===== src/rtl/ctrl_exec_pipe_if.sv =====
// ctrl_exec_pipe_if
// Bundles the issue-side inputs and result-side outputs of ctrl_exec_pipe.
//   master : drives the op inputs (valid/stall/flush/cnt_clr/opcode/operands/
//            pc/prediction/tag) and observes the results.
//   slave  : the execution unit; consumes the op inputs and drives valid_o,
//            tag_o, result_o, nextPC_o, direction_o, flags_o, the redirect
//            group, busy_o and the two statistics counters.
`ifndef SIZE_OPCODE_I
`define SIZE_OPCODE_I 8
`endif
`ifndef EXECUTION_FLAGS
`define EXECUTION_FLAGS 8
`endif

interface ctrl_exec_pipe_if #(
  parameter int DATA_W = 32,
  parameter int PC_W   = 32,
  parameter int IMM_W  = 16,
  parameter int TAG_W  = 6,
  parameter int CNT_W  = 16
);
  logic                         valid_i;
  logic                         stall_i;
  logic                         flush_i;
  logic                         cnt_clr_i;
  logic [`SIZE_OPCODE_I-1:0]    opcode_i;
  logic [DATA_W-1:0]            data1_i;
  logic [DATA_W-1:0]            data2_i;
  logic [IMM_W-1:0]             immd_i;
  logic [PC_W-1:0]              pc_i;
  logic [PC_W-1:0]              predictedTarget_i;
  logic                         predictedDir_i;
  logic [TAG_W-1:0]             tag_i;

  logic                         valid_o;
  logic [TAG_W-1:0]             tag_o;
  logic [PC_W-1:0]              result_o;
  logic [PC_W-1:0]              nextPC_o;
  logic                         direction_o;
  logic [`EXECUTION_FLAGS-1:0]  flags_o;
  logic                         redirect_o;
  logic [PC_W-1:0]              redirectPC_o;
  logic [TAG_W-1:0]             redirectTag_o;
  logic                         busy_o;
  logic [CNT_W-1:0]             branchCnt_o;
  logic [CNT_W-1:0]             mispredCnt_o;

  modport master (
    output valid_i, stall_i, flush_i, cnt_clr_i, opcode_i, data1_i, data2_i,
           immd_i, pc_i, predictedTarget_i, predictedDir_i, tag_i,
    input  valid_o, tag_o, result_o, nextPC_o, direction_o, flags_o,
           redirect_o, redirectPC_o, redirectTag_o, busy_o,
           branchCnt_o, mispredCnt_o
  );

  modport slave (
    input  valid_i, stall_i, flush_i, cnt_clr_i, opcode_i, data1_i, data2_i,
           immd_i, pc_i, predictedTarget_i, predictedDir_i, tag_i,
    output valid_o, tag_o, result_o, nextPC_o, direction_o, flags_o,
           redirect_o, redirectPC_o, redirectTag_o, busy_o,
           branchCnt_o, mispredCnt_o
  );
endinterface


===== src/rtl/ctrl_exec_pipe.sv =====
// ctrl_exec_pipe
// Two-stage control-transfer execution unit: resolves direct/indirect jumps
// and conditional branches, reports mispredicts with a one-cycle redirect,
// squashes younger ops until the front end flushes, and keeps saturating
// branch / mispredict counters.
// Ports:
//   clk   : clock
//   reset : asynchronous, active-high reset
//   bus   : ctrl_exec_pipe_if.slave (op inputs, results, redirect, counters)
`ifndef SIZE_OPCODE_I
`define SIZE_OPCODE_I 8
`endif
`ifndef EXECUTION_FLAGS
`define EXECUTION_FLAGS 8
`endif
`ifndef JUMP
`define JUMP 8'h01
`define JAL  8'h02
`define JR   8'h03
`define JALR 8'h04
`define BEQ  8'h05
`define BNE  8'h06
`define BLEZ 8'h07
`define BGTZ 8'h08
`define BLTZ 8'h09
`define BGEZ 8'h0a
`define BC1F 8'h0b
`define BC1T 8'h0c
`endif

module ctrl_exec_pipe #(
  parameter int DATA_W    = 32,
  parameter int PC_W      = 32,
  parameter int IMM_W     = 16,
  parameter int TGT_W     = 26,
  parameter int TAG_W     = 6,
  parameter int CNT_W     = 16,
  parameter bit CHECK_TGT = 1'b1
) (
  input logic             clk,
  input logic             reset,
  ctrl_exec_pipe_if.slave bus
);

  localparam int OPC_W = `SIZE_OPCODE_I;
  localparam int FLG_W = `EXECUTION_FLAGS;

  typedef enum logic {IDLE, HOLD} state_t;

  state_t state, state_next;

  // ---------------------------------------------------------------- stage A
  logic              a_valid;
  logic [OPC_W-1:0]  a_opcode;
  logic [DATA_W-1:0] a_data1;
  logic [DATA_W-1:0] a_data2;
  logic [IMM_W-1:0]  a_immd;
  logic [PC_W-1:0]   a_pc;
  logic [PC_W-1:0]   a_ptarget;
  logic              a_pdir;
  logic [TAG_W-1:0]  a_tag;

  logic take_in;
  assign take_in = bus.valid_i && !bus.stall_i && !bus.flush_i;

  always_ff @(posedge clk or posedge reset) begin
    if (reset) begin
      a_valid   <= 1'b0;
      a_opcode  <= '0;
      a_data1   <= '0;
      a_data2   <= '0;
      a_immd    <= '0;
      a_pc      <= '0;
      a_ptarget <= '0;
      a_pdir    <= 1'b0;
      a_tag     <= '0;
    end else begin
      if (bus.flush_i)
        a_valid <= 1'b0;
      else if (!bus.stall_i)
        a_valid <= bus.valid_i;

      if (take_in) begin
        a_opcode  <= bus.opcode_i;
        a_data1   <= bus.data1_i;
        a_data2   <= bus.data2_i;
        a_immd    <= bus.immd_i;
        a_pc      <= bus.pc_i;
        a_ptarget <= bus.predictedTarget_i;
        a_pdir    <= bus.predictedDir_i;
        a_tag     <= bus.tag_i;
      end
    end
  end

  // ------------------------------------------------------- target formation
  logic signed [IMM_W+1:0] off_bytes;
  logic [PC_W-1:0]         sext;
  logic [PC_W-1:0]         pc_plus8;
  logic [PC_W-1:0]         taken_pc;
  logic [PC_W-1:0]         jmask;
  logic [PC_W-1:0]         jump_pc;
  logic [PC_W-1:0]         d1_pc;

  assign off_bytes = {a_immd, 2'b00};
  assign sext      = PC_W'(off_bytes);
  assign pc_plus8  = a_pc + PC_W'(8);
  assign taken_pc  = pc_plus8 + sext;
  // Direct jumps keep the upper PC bits and splice in the word index.
  assign jmask     = PC_W'({(TGT_W+2){1'b1}});
  assign jump_pc   = (a_pc & ~jmask) | PC_W'({a_ptarget[TGT_W-1:0], 2'b00});
  assign d1_pc     = PC_W'(a_data1);

  // ------------------------------------------------------ branch conditions
  logic d1_neg, d1_zero, d1_eq_d2, cond_taken;

  assign d1_neg   = a_data1[DATA_W-1];
  assign d1_zero  = (a_data1 == '0);
  assign d1_eq_d2 = (a_data1 == a_data2);

  always_comb begin
    cond_taken = 1'b0;
    case (a_opcode)
      `BEQ:    cond_taken = d1_eq_d2;
      `BNE:    cond_taken = !d1_eq_d2;
      `BLEZ:   cond_taken = d1_neg || d1_zero;
      `BGTZ:   cond_taken = !d1_neg && !d1_zero;
      `BLTZ:   cond_taken = d1_neg;
      `BGEZ:   cond_taken = !d1_neg;
      default: cond_taken = 1'b0;
    endcase
  end

  // ---------------------------------------------------------- op resolution
  logic             c_dir, c_mispred, c_cond, c_link, c_ctrl;
  logic [PC_W-1:0]  c_next, c_result;
  logic [TAG_W-1:0] c_tag;
  logic [FLG_W-1:0] c_flags;

  always_comb begin
    c_dir     = 1'b0;
    c_mispred = 1'b0;
    c_cond    = 1'b0;
    c_link    = 1'b0;
    c_ctrl    = 1'b0;
    c_next    = '0;
    c_result  = '0;
    case (a_opcode)
      `JUMP, `JAL: begin
        c_ctrl   = 1'b1;
        c_dir    = 1'b1;
        c_next   = jump_pc;
        c_link   = (a_opcode == `JAL);
        c_result = c_link ? pc_plus8 : '0;
      end
      `JR, `JALR: begin
        c_ctrl    = 1'b1;
        c_dir     = 1'b1;
        c_next    = d1_pc;
        c_mispred = (d1_pc != a_ptarget);
        c_link    = (a_opcode == `JALR);
        c_result  = c_link ? pc_plus8 : '0;
      end
      `BEQ, `BNE, `BLEZ, `BGTZ, `BLTZ, `BGEZ: begin
        c_ctrl    = 1'b1;
        c_cond    = 1'b1;
        c_dir     = cond_taken;
        c_next    = cond_taken ? taken_pc : pc_plus8;
        c_mispred = (cond_taken != a_pdir) ||
                    (CHECK_TGT && cond_taken && (c_next != a_ptarget));
      end
      default: ;  // BC1F/BC1T and unknown ops resolve to an all-zero result
    endcase

    c_tag      = c_ctrl ? a_tag : '0;
    c_flags    = '0;
    c_flags[7] = 1'b1;
    c_flags[5] = c_cond;
    c_flags[4] = c_link;
    c_flags[2] = c_ctrl;
    c_flags[0] = c_mispred;
  end

  // -------------------------------------------------------------- FSM
  logic redirect_q;
  logic squash, b_take;

  always_ff @(posedge clk or posedge reset) begin
    if (reset)
      state <= IDLE;
    else
      state <= state_next;
  end

  // HOLD is entered on the cycle after the redirect pulse so busy_o trails
  // redirect_o; the pending pulse itself already squashes the next load.
  always_comb begin
    state_next = state;
    squash     = (state == HOLD) || redirect_q;
    b_take     = a_valid && !squash && !bus.stall_i && !bus.flush_i;
    if (bus.flush_i)
      state_next = IDLE;
    else if (redirect_q)
      state_next = HOLD;
  end

  // ---------------------------------------------------------------- stage B
  logic             b_valid;
  logic [TAG_W-1:0] b_tag;
  logic [PC_W-1:0]  b_result;
  logic [PC_W-1:0]  b_next;
  logic             b_dir;
  logic [FLG_W-1:0] b_flags;
  logic [PC_W-1:0]  r_pc;
  logic [TAG_W-1:0] r_tag;
  logic [CNT_W-1:0] br_cnt;
  logic [CNT_W-1:0] mp_cnt;

  always_ff @(posedge clk or posedge reset) begin
    if (reset) begin
      b_valid    <= 1'b0;
      b_tag      <= '0;
      b_result   <= '0;
      b_next     <= '0;
      b_dir      <= 1'b0;
      b_flags    <= '0;
      redirect_q <= 1'b0;
      r_pc       <= '0;
      r_tag      <= '0;
      br_cnt     <= '0;
      mp_cnt     <= '0;
    end else begin
      // The redirect is a pulse: it drops after one cycle even under stall.
      redirect_q <= 1'b0;

      if (bus.flush_i) begin
        b_valid <= 1'b0;
      end else if (!bus.stall_i) begin
        b_valid  <= b_take;
        b_tag    <= b_take ? c_tag    : '0;
        b_result <= b_take ? c_result : '0;
        b_next   <= b_take ? c_next   : '0;
        b_dir    <= b_take ? c_dir    : 1'b0;
        b_flags  <= b_take ? c_flags  : '0;
        if (b_take && c_mispred) begin
          redirect_q <= 1'b1;
          r_pc       <= c_next;
          r_tag      <= a_tag;
        end
      end

      if (bus.cnt_clr_i) begin
        br_cnt <= '0;
        mp_cnt <= '0;
      end else if (b_take) begin
        if (c_cond && (br_cnt != '1))
          br_cnt <= br_cnt + CNT_W'(1);
        if (c_mispred && (mp_cnt != '1))
          mp_cnt <= mp_cnt + CNT_W'(1);
      end
    end
  end

  assign bus.valid_o       = b_valid;
  assign bus.tag_o         = b_tag;
  assign bus.result_o      = b_result;
  assign bus.nextPC_o      = b_next;
  assign bus.direction_o   = b_dir;
  assign bus.flags_o       = b_flags;
  assign bus.redirect_o    = redirect_q;
  assign bus.redirectPC_o  = r_pc;
  assign bus.redirectTag_o = r_tag;
  assign bus.busy_o        = (state == HOLD);
  assign bus.branchCnt_o   = br_cnt;
  assign bus.mispredCnt_o  = mp_cnt;

endmodule


===== src/flat_wrapper.sv =====
// flat-port wrapper written by rule: the top's interface ports become plain ports
module ctrl_exec_pipe_flat 
#(
  parameter int DATA_W    = 32,
  parameter int PC_W      = 32,
  parameter int IMM_W     = 16,
  parameter int TGT_W     = 26,
  parameter int TAG_W     = 6,
  parameter int CNT_W     = 16,
  parameter bit CHECK_TGT = 1'b1
)
  (clk, reset, bus_valid_i, bus_stall_i, bus_flush_i, bus_cnt_clr_i, bus_opcode_i, bus_data1_i, bus_data2_i, bus_immd_i, bus_pc_i, bus_predictedTarget_i, bus_predictedDir_i, bus_tag_i, bus_valid_o, bus_tag_o, bus_result_o, bus_nextPC_o, bus_direction_o, bus_flags_o, bus_redirect_o, bus_redirectPC_o, bus_redirectTag_o, bus_busy_o, bus_branchCnt_o, bus_mispredCnt_o);
  ctrl_exec_pipe_if #(.DATA_W(DATA_W), .PC_W(PC_W), .IMM_W(IMM_W), .TAG_W(TAG_W), .CNT_W(CNT_W)) bus_i ();
  input logic clk;
  input logic reset;
  input wire logic [$bits(bus_i.valid_i)-1:0] bus_valid_i;
  input wire logic [$bits(bus_i.stall_i)-1:0] bus_stall_i;
  input wire logic [$bits(bus_i.flush_i)-1:0] bus_flush_i;
  input wire logic [$bits(bus_i.cnt_clr_i)-1:0] bus_cnt_clr_i;
  input wire logic [$bits(bus_i.opcode_i)-1:0] bus_opcode_i;
  input wire logic [$bits(bus_i.data1_i)-1:0] bus_data1_i;
  input wire logic [$bits(bus_i.data2_i)-1:0] bus_data2_i;
  input wire logic [$bits(bus_i.immd_i)-1:0] bus_immd_i;
  input wire logic [$bits(bus_i.pc_i)-1:0] bus_pc_i;
  input wire logic [$bits(bus_i.predictedTarget_i)-1:0] bus_predictedTarget_i;
  input wire logic [$bits(bus_i.predictedDir_i)-1:0] bus_predictedDir_i;
  input wire logic [$bits(bus_i.tag_i)-1:0] bus_tag_i;
  output wire logic [$bits(bus_i.valid_o)-1:0] bus_valid_o;
  output wire logic [$bits(bus_i.tag_o)-1:0] bus_tag_o;
  output wire logic [$bits(bus_i.result_o)-1:0] bus_result_o;
  output wire logic [$bits(bus_i.nextPC_o)-1:0] bus_nextPC_o;
  output wire logic [$bits(bus_i.direction_o)-1:0] bus_direction_o;
  output wire logic [$bits(bus_i.flags_o)-1:0] bus_flags_o;
  output wire logic [$bits(bus_i.redirect_o)-1:0] bus_redirect_o;
  output wire logic [$bits(bus_i.redirectPC_o)-1:0] bus_redirectPC_o;
  output wire logic [$bits(bus_i.redirectTag_o)-1:0] bus_redirectTag_o;
  output wire logic [$bits(bus_i.busy_o)-1:0] bus_busy_o;
  output wire logic [$bits(bus_i.branchCnt_o)-1:0] bus_branchCnt_o;
  output wire logic [$bits(bus_i.mispredCnt_o)-1:0] bus_mispredCnt_o;
  assign bus_i.valid_i = bus_valid_i;
  assign bus_i.stall_i = bus_stall_i;
  assign bus_i.flush_i = bus_flush_i;
  assign bus_i.cnt_clr_i = bus_cnt_clr_i;
  assign bus_i.opcode_i = bus_opcode_i;
  assign bus_i.data1_i = bus_data1_i;
  assign bus_i.data2_i = bus_data2_i;
  assign bus_i.immd_i = bus_immd_i;
  assign bus_i.pc_i = bus_pc_i;
  assign bus_i.predictedTarget_i = bus_predictedTarget_i;
  assign bus_i.predictedDir_i = bus_predictedDir_i;
  assign bus_i.tag_i = bus_tag_i;
  assign bus_valid_o = bus_i.valid_o;
  assign bus_tag_o = bus_i.tag_o;
  assign bus_result_o = bus_i.result_o;
  assign bus_nextPC_o = bus_i.nextPC_o;
  assign bus_direction_o = bus_i.direction_o;
  assign bus_flags_o = bus_i.flags_o;
  assign bus_redirect_o = bus_i.redirect_o;
  assign bus_redirectPC_o = bus_i.redirectPC_o;
  assign bus_redirectTag_o = bus_i.redirectTag_o;
  assign bus_busy_o = bus_i.busy_o;
  assign bus_branchCnt_o = bus_i.branchCnt_o;
  assign bus_mispredCnt_o = bus_i.mispredCnt_o;
  ctrl_exec_pipe #(.DATA_W(DATA_W), .PC_W(PC_W), .IMM_W(IMM_W), .TGT_W(TGT_W), .TAG_W(TAG_W), .CNT_W(CNT_W), .CHECK_TGT(CHECK_TGT)) u_core (.clk(clk), .reset(reset), .bus(bus_i));
endmodule

===== config.mk =====
export PLATFORM = sky130hd
export DESIGN_NAME = ctrl_exec_pipe_flat
export DESIGN_NICKNAME = d
export VERILOG_FILES = /design/src/rtl/ctrl_exec_pipe_if.sv /design/src/rtl/ctrl_exec_pipe.sv /design/src/flat_wrapper.sv
export SDC_FILE = /design/constraint.sdc
export NUM_CORES = 1
export LEC_CHECK = 0
export CAP_MARGIN = 40
export CORE_MARGIN = 5
export CORE_UTILIZATION = 49
export CTS_BUF_LIST = sky130_fd_sc_hd__clkbuf_8
export CTS_CLUSTER_SIZE = 24
export DETAILED_ROUTE_END_ITERATION = 7
export PLACE_DENSITY_LB_ADDON = 0.1
export SLEW_MARGIN = 10
export SYNTH_ARGS = -nofsm -noshare
export SYNTH_HDL_FRONTEND = slang
export SYNTH_SLANG_ARGS = --single-unit
export TNS_END_PERCENT = 5

===== constraint.sdc =====
create_clock -name clk -period 10.2 [get_ports clk]
set_clock_uncertainty 0.15 [all_clocks]
set_input_delay 2.04 -clock clk [delete_from_list [all_inputs] [get_ports clk]]
set_output_delay 2.04 -clock clk [all_outputs]
set_load 0.02 [all_outputs]

==> impl_metrics.csv <==
group,metric,value,unit
routing,met2_wirelength,26.25,mm
power_and_ir_drop,vdd_drop_max,127.7,uV
timing,finalMaxSlewViolations,0,
clocking,ctsLongestPathBuffers,3,
logic_synthesis,synth_edf_count,0,
run,drv_cap,0,
layout,area_delta_synth_final,27.48,%
critical_path,arrival,6.88,ns
run_status,violations,"DRC",
critical_path,crit_required,10.54,ns
timing,hold_violations,0,
logic_synthesis,synth_mux_area_share,11.53,%
timing,setup_viol,0,
run_status,outcome,"finished with violations",
floorplan,core,34460,um^2
clocking,cts_made_buffers,51,
timing,worst_pin_slew,0.9965,ns
routing,wire_per_inst,24.03,um
floorplan,die_area,38610,um^2
routing,vias_per_cell,5.986,
logic_synthesis,ys.flop_type,"dfrtp_1",
routing,dr_wl_met3,5.089,mm
clocking,cts_tree,"done",
power_and_ir_drop,clkPwrFrac,27.9,%
logic_synthesis,synth-warning-count,0,
logic_synthesis,synth_top_family_by_area,"compound AO/OA/AOI/OAI gates",
timing,rsz0062_at_grt,"false",
global_route,gr-total-overflow,0,
layout,finalInstanceArea,21720,um^2
placed_design,io_buffers,313,
routing,drt-total-wl,57.89,mm
logic_synthesis,yosysUniqueCellTypes,92,
logic_synthesis,synthSimpleGateAreaFrac,12.91,%
worst_hold_path,hold_path.class,"reg -> reg",
power_and_ir_drop,leakagePower,0.009269,uW
clocking,cts-resized-gates,0,
global_route,grt_max_degree,173,
power_and_ir_drop,power.total,4040,uW
layout,final_common_cell,"clkdlybuf4s50_1",
logic_synthesis,synth_xor_area_share,8.238,%
logic_synthesis,synth_compound_area_share,15.62,%
clocking,cts.root.buffer_cell,"clkbuf_8",
routing,top_layer,"met5",
layout,diodes,0,
routing,vias,14420,
clocking,post_cts_buffers,0,
logic_synthesis,seq_area_frac_synth,45.37,%
routing,wl_met1,24.38,mm
clocking,cts_hold_buf,0,
global_route,grt_pass1_vias,14240,
timing,tns,0,ns
logic_synthesis,synthCells,1609,
global_route,grt_first_pass_wirelength,87.24,mm
critical_path,cp_max_fo,37,
floorplan,dieHeight,196.5,um
critical_path,path_class,"reg -> reg",
timing,max-slew-margin-rel,33.57,%
power_and_ir_drop,seq_power_share,38.8,%
logic_synthesis,ys_async_sr_fraction,100.0,%
logic_synthesis,synthesis.area,17040,um^2
logic_synthesis,synth_adder_area_share,2.907,%
floorplan,io_pins,317,
global_route,grt_usage,29.19,%
power_and_ir_drop,power.internal,2553,uW
placed_design,placed_cell_area,20630,um^2
logic_synthesis,syn_avg_cell_area,10.59,um^2
clocking,path_clk_slew,0.06,ns
critical_path,startpoint_type,"flip-flop",
power_and_ir_drop,swShare,36.82,%
power_and_ir_drop,p_comb_share,33.3,%
floorplan,rows,68,
critical_path,cp-end-kind,"flip-flop",
placed_design,place_congestion,0.9957,
timing,fmax,152.9,MHz
clocking,clock_sinks,309,
layout,drive_gt1_share,14.69,%
power_and_ir_drop,p_sw,1487,uW
placed_design,dp_hpwl,44.50,mm
logic_synthesis,ys_ff_latch,309,
timing,period_needed,6.541,ns
clocking,htreeDepth,2,
power_and_ir_drop,powerDensity,186.0,nW/um^2
routing,drc,15,
clocking,clock_latency,0.62,ns
routing,drtIter0Drc,1243,
floorplan,start_util,49.46,%
global_route,antenna_found_initial,2,
floorplan,die_x,196.5,um
timing,fin_crit_sh,64.13,%
routing,ant_nets,0,
routing,dr.pass1.iters,8,
layout,layout.nets,2122,
layout,final_cell_mix,"clkdlybuf4s50_1, dfrtp_1, mux2_2",
==> layer usage <==
| layer | GRT usage (%) | up-vias |
|---|---|---|
| met5 | 0 | - |
| met4 | 10.73 | 4 |
| li1 | - | 6529 |
| met1 | 40.07 | 7116 |
| met2 | 45.45 | 646 |
| met3 | 6.940 | 125 |
==> path summary, 6_finish.rpt <==
path	endpoint	depth (start not counted)	slack, ns	startpoint
setup / recovery	u_core.bus.redirectTag_o[5]	21	3.66	u_core.a_pc[3]
hold / removal	u_core.bus.nextPC_o[19]	1	0.32	u_core.bus.nextPC_o[19]
setup reg to reg	u_core.bus.redirectTag_o[5]	21	3.66	u_core.a_pc[3]
hold reg to reg	u_core.bus.nextPC_o[19]	1	0.32	u_core.bus.nextPC_o[19]
max in group asynchronous	u_core.a_ptarget[31]	5	6.61	reset
min in group asynchronous	u_core.bus.result_o[19]	2	1.71	reset
==> registers in the layout, summed over array words and instances (netlist names), 5 cells and up <==
register	cells
u_core.bus.mispredCnt_o	16
u_core.a_tag	6
u_core.bus.branchCnt_o	16
u_core.bus.tag_o	6
u_core.bus.nextPC_o	32
u_core.bus.flags_o	5
u_core.bus.redirectTag_o	6
u_core.a_data2	32
u_core.a_opcode	8
u_core.a_pc	32
u_core.a_immd	16
u_core.bus.result_o	32
u_core.a_ptarget	32
u_core.a_data1	32
u_core.bus.redirectPC_o	32
==> worst max-delay path, cell delays in order (launching register included) <==
cell      delay, ns
dfrtp_1        0.48
ha_1           0.25
nand4_1        0.36
nor3_1         0.58
nand2_1        0.14
xor2_1         0.30
inv_1          0.11
ha_1           0.42
nand2_1        0.14
o21ai_0        0.57
buf_2          0.29
nor3_1         0.06
a21o_1         0.18
a221o_1        0.29
a211oi_1       0.31
o21ai_0        0.20
and4b_1        0.30
nor4b_2        0.30
a21boi_4       0.18
buf_16         0.21
nand2_8        0.24
mux2_1         0.36
==> logic make-up after synthesis <==
kind of cell / count (synthesis)
mux: 176
flops: 309
compound gates: 373
simple gates: 430
fa+ha+maj: 39
xor+xnor: 152
other cells: 1
buf+inv: 129
==> Yosys cell counts, types with 6 or more instances <==
cell         n  area share [%]
nor3_1      23            0.68
xor2_1      65             3.3
mux2_1       7            0.46
nor2b_1     10            0.37
and2_1      11            0.40
or3_1       10            0.37
a211oi_1    13            0.57
o2111ai_1    7            0.36
nor2_1     106             2.3
o31ai_1      6            0.26
a31oi_1      6            0.22
and3_1      16            0.59
xnor2_1     82             4.2
a21o_1      41             1.8
buf_2        8            0.23
nand2_1    123             2.7
nand2b_1     7            0.26
clkbuf_1    62             1.4
nand3_1     30            0.88
dfrtp_1    309              45
mux2i_1     17             1.0
buf_6       10            0.66
mux2_2     151              10
inv_1       42            0.93
ha_1        38             2.8
o21a_1       7            0.31
a222oi_1    21             1.2
nor4_1      21            0.77
nand4_1     36             1.3
o211ai_1    13            0.57
a221oi_1     8            0.41
a22oi_1      8            0.35
a21oi_1     60             1.8
a22o_1      46             2.4
o21ai_0     85             2.5
==> final cells by class <==
type / instances / area [um^2]
Clock buffer: 69 / 949.7
Clock inverter: 20 / 121.4
Fill cell: 2916 / 12730
Inverter: 43 / 165.2
Multi-Input combinational cell: 1173 / 8767
Sequential cell: 309 / 7732
Tap cell: 455 / 569.3
Timing Repair Buffer: 340 / 3420
==> through the flow <==
stage          worst slack (ns)  std cells  hold slack, ns  util, %
2_1_floorplan             3.897       1611          0.3268        -
5_1_grt                   3.172       2409          0.3366    63.05
6_report                  3.659       2409          0.3242    63.05
4_1_cts                   3.725       2408          0.3278    62.97
3_5_place_dp              3.766       2319          0.3143    59.86
3_3_place_gp              3.545       2310          0.3097    59.51
==> power groups by stage <==
stage          clock network, uW  registers [uW]  logic, uW
2_1_floorplan                  0            1500        910
3_3_place_gp                   0            1570       1300
3_5_place_dp                   0            1580       1310
4_1_cts                     1150            1560       1320
5_1_grt                     1210            1580       1450
6_report                    1130            1570       1340
Power figures use the tool's default switching activity.
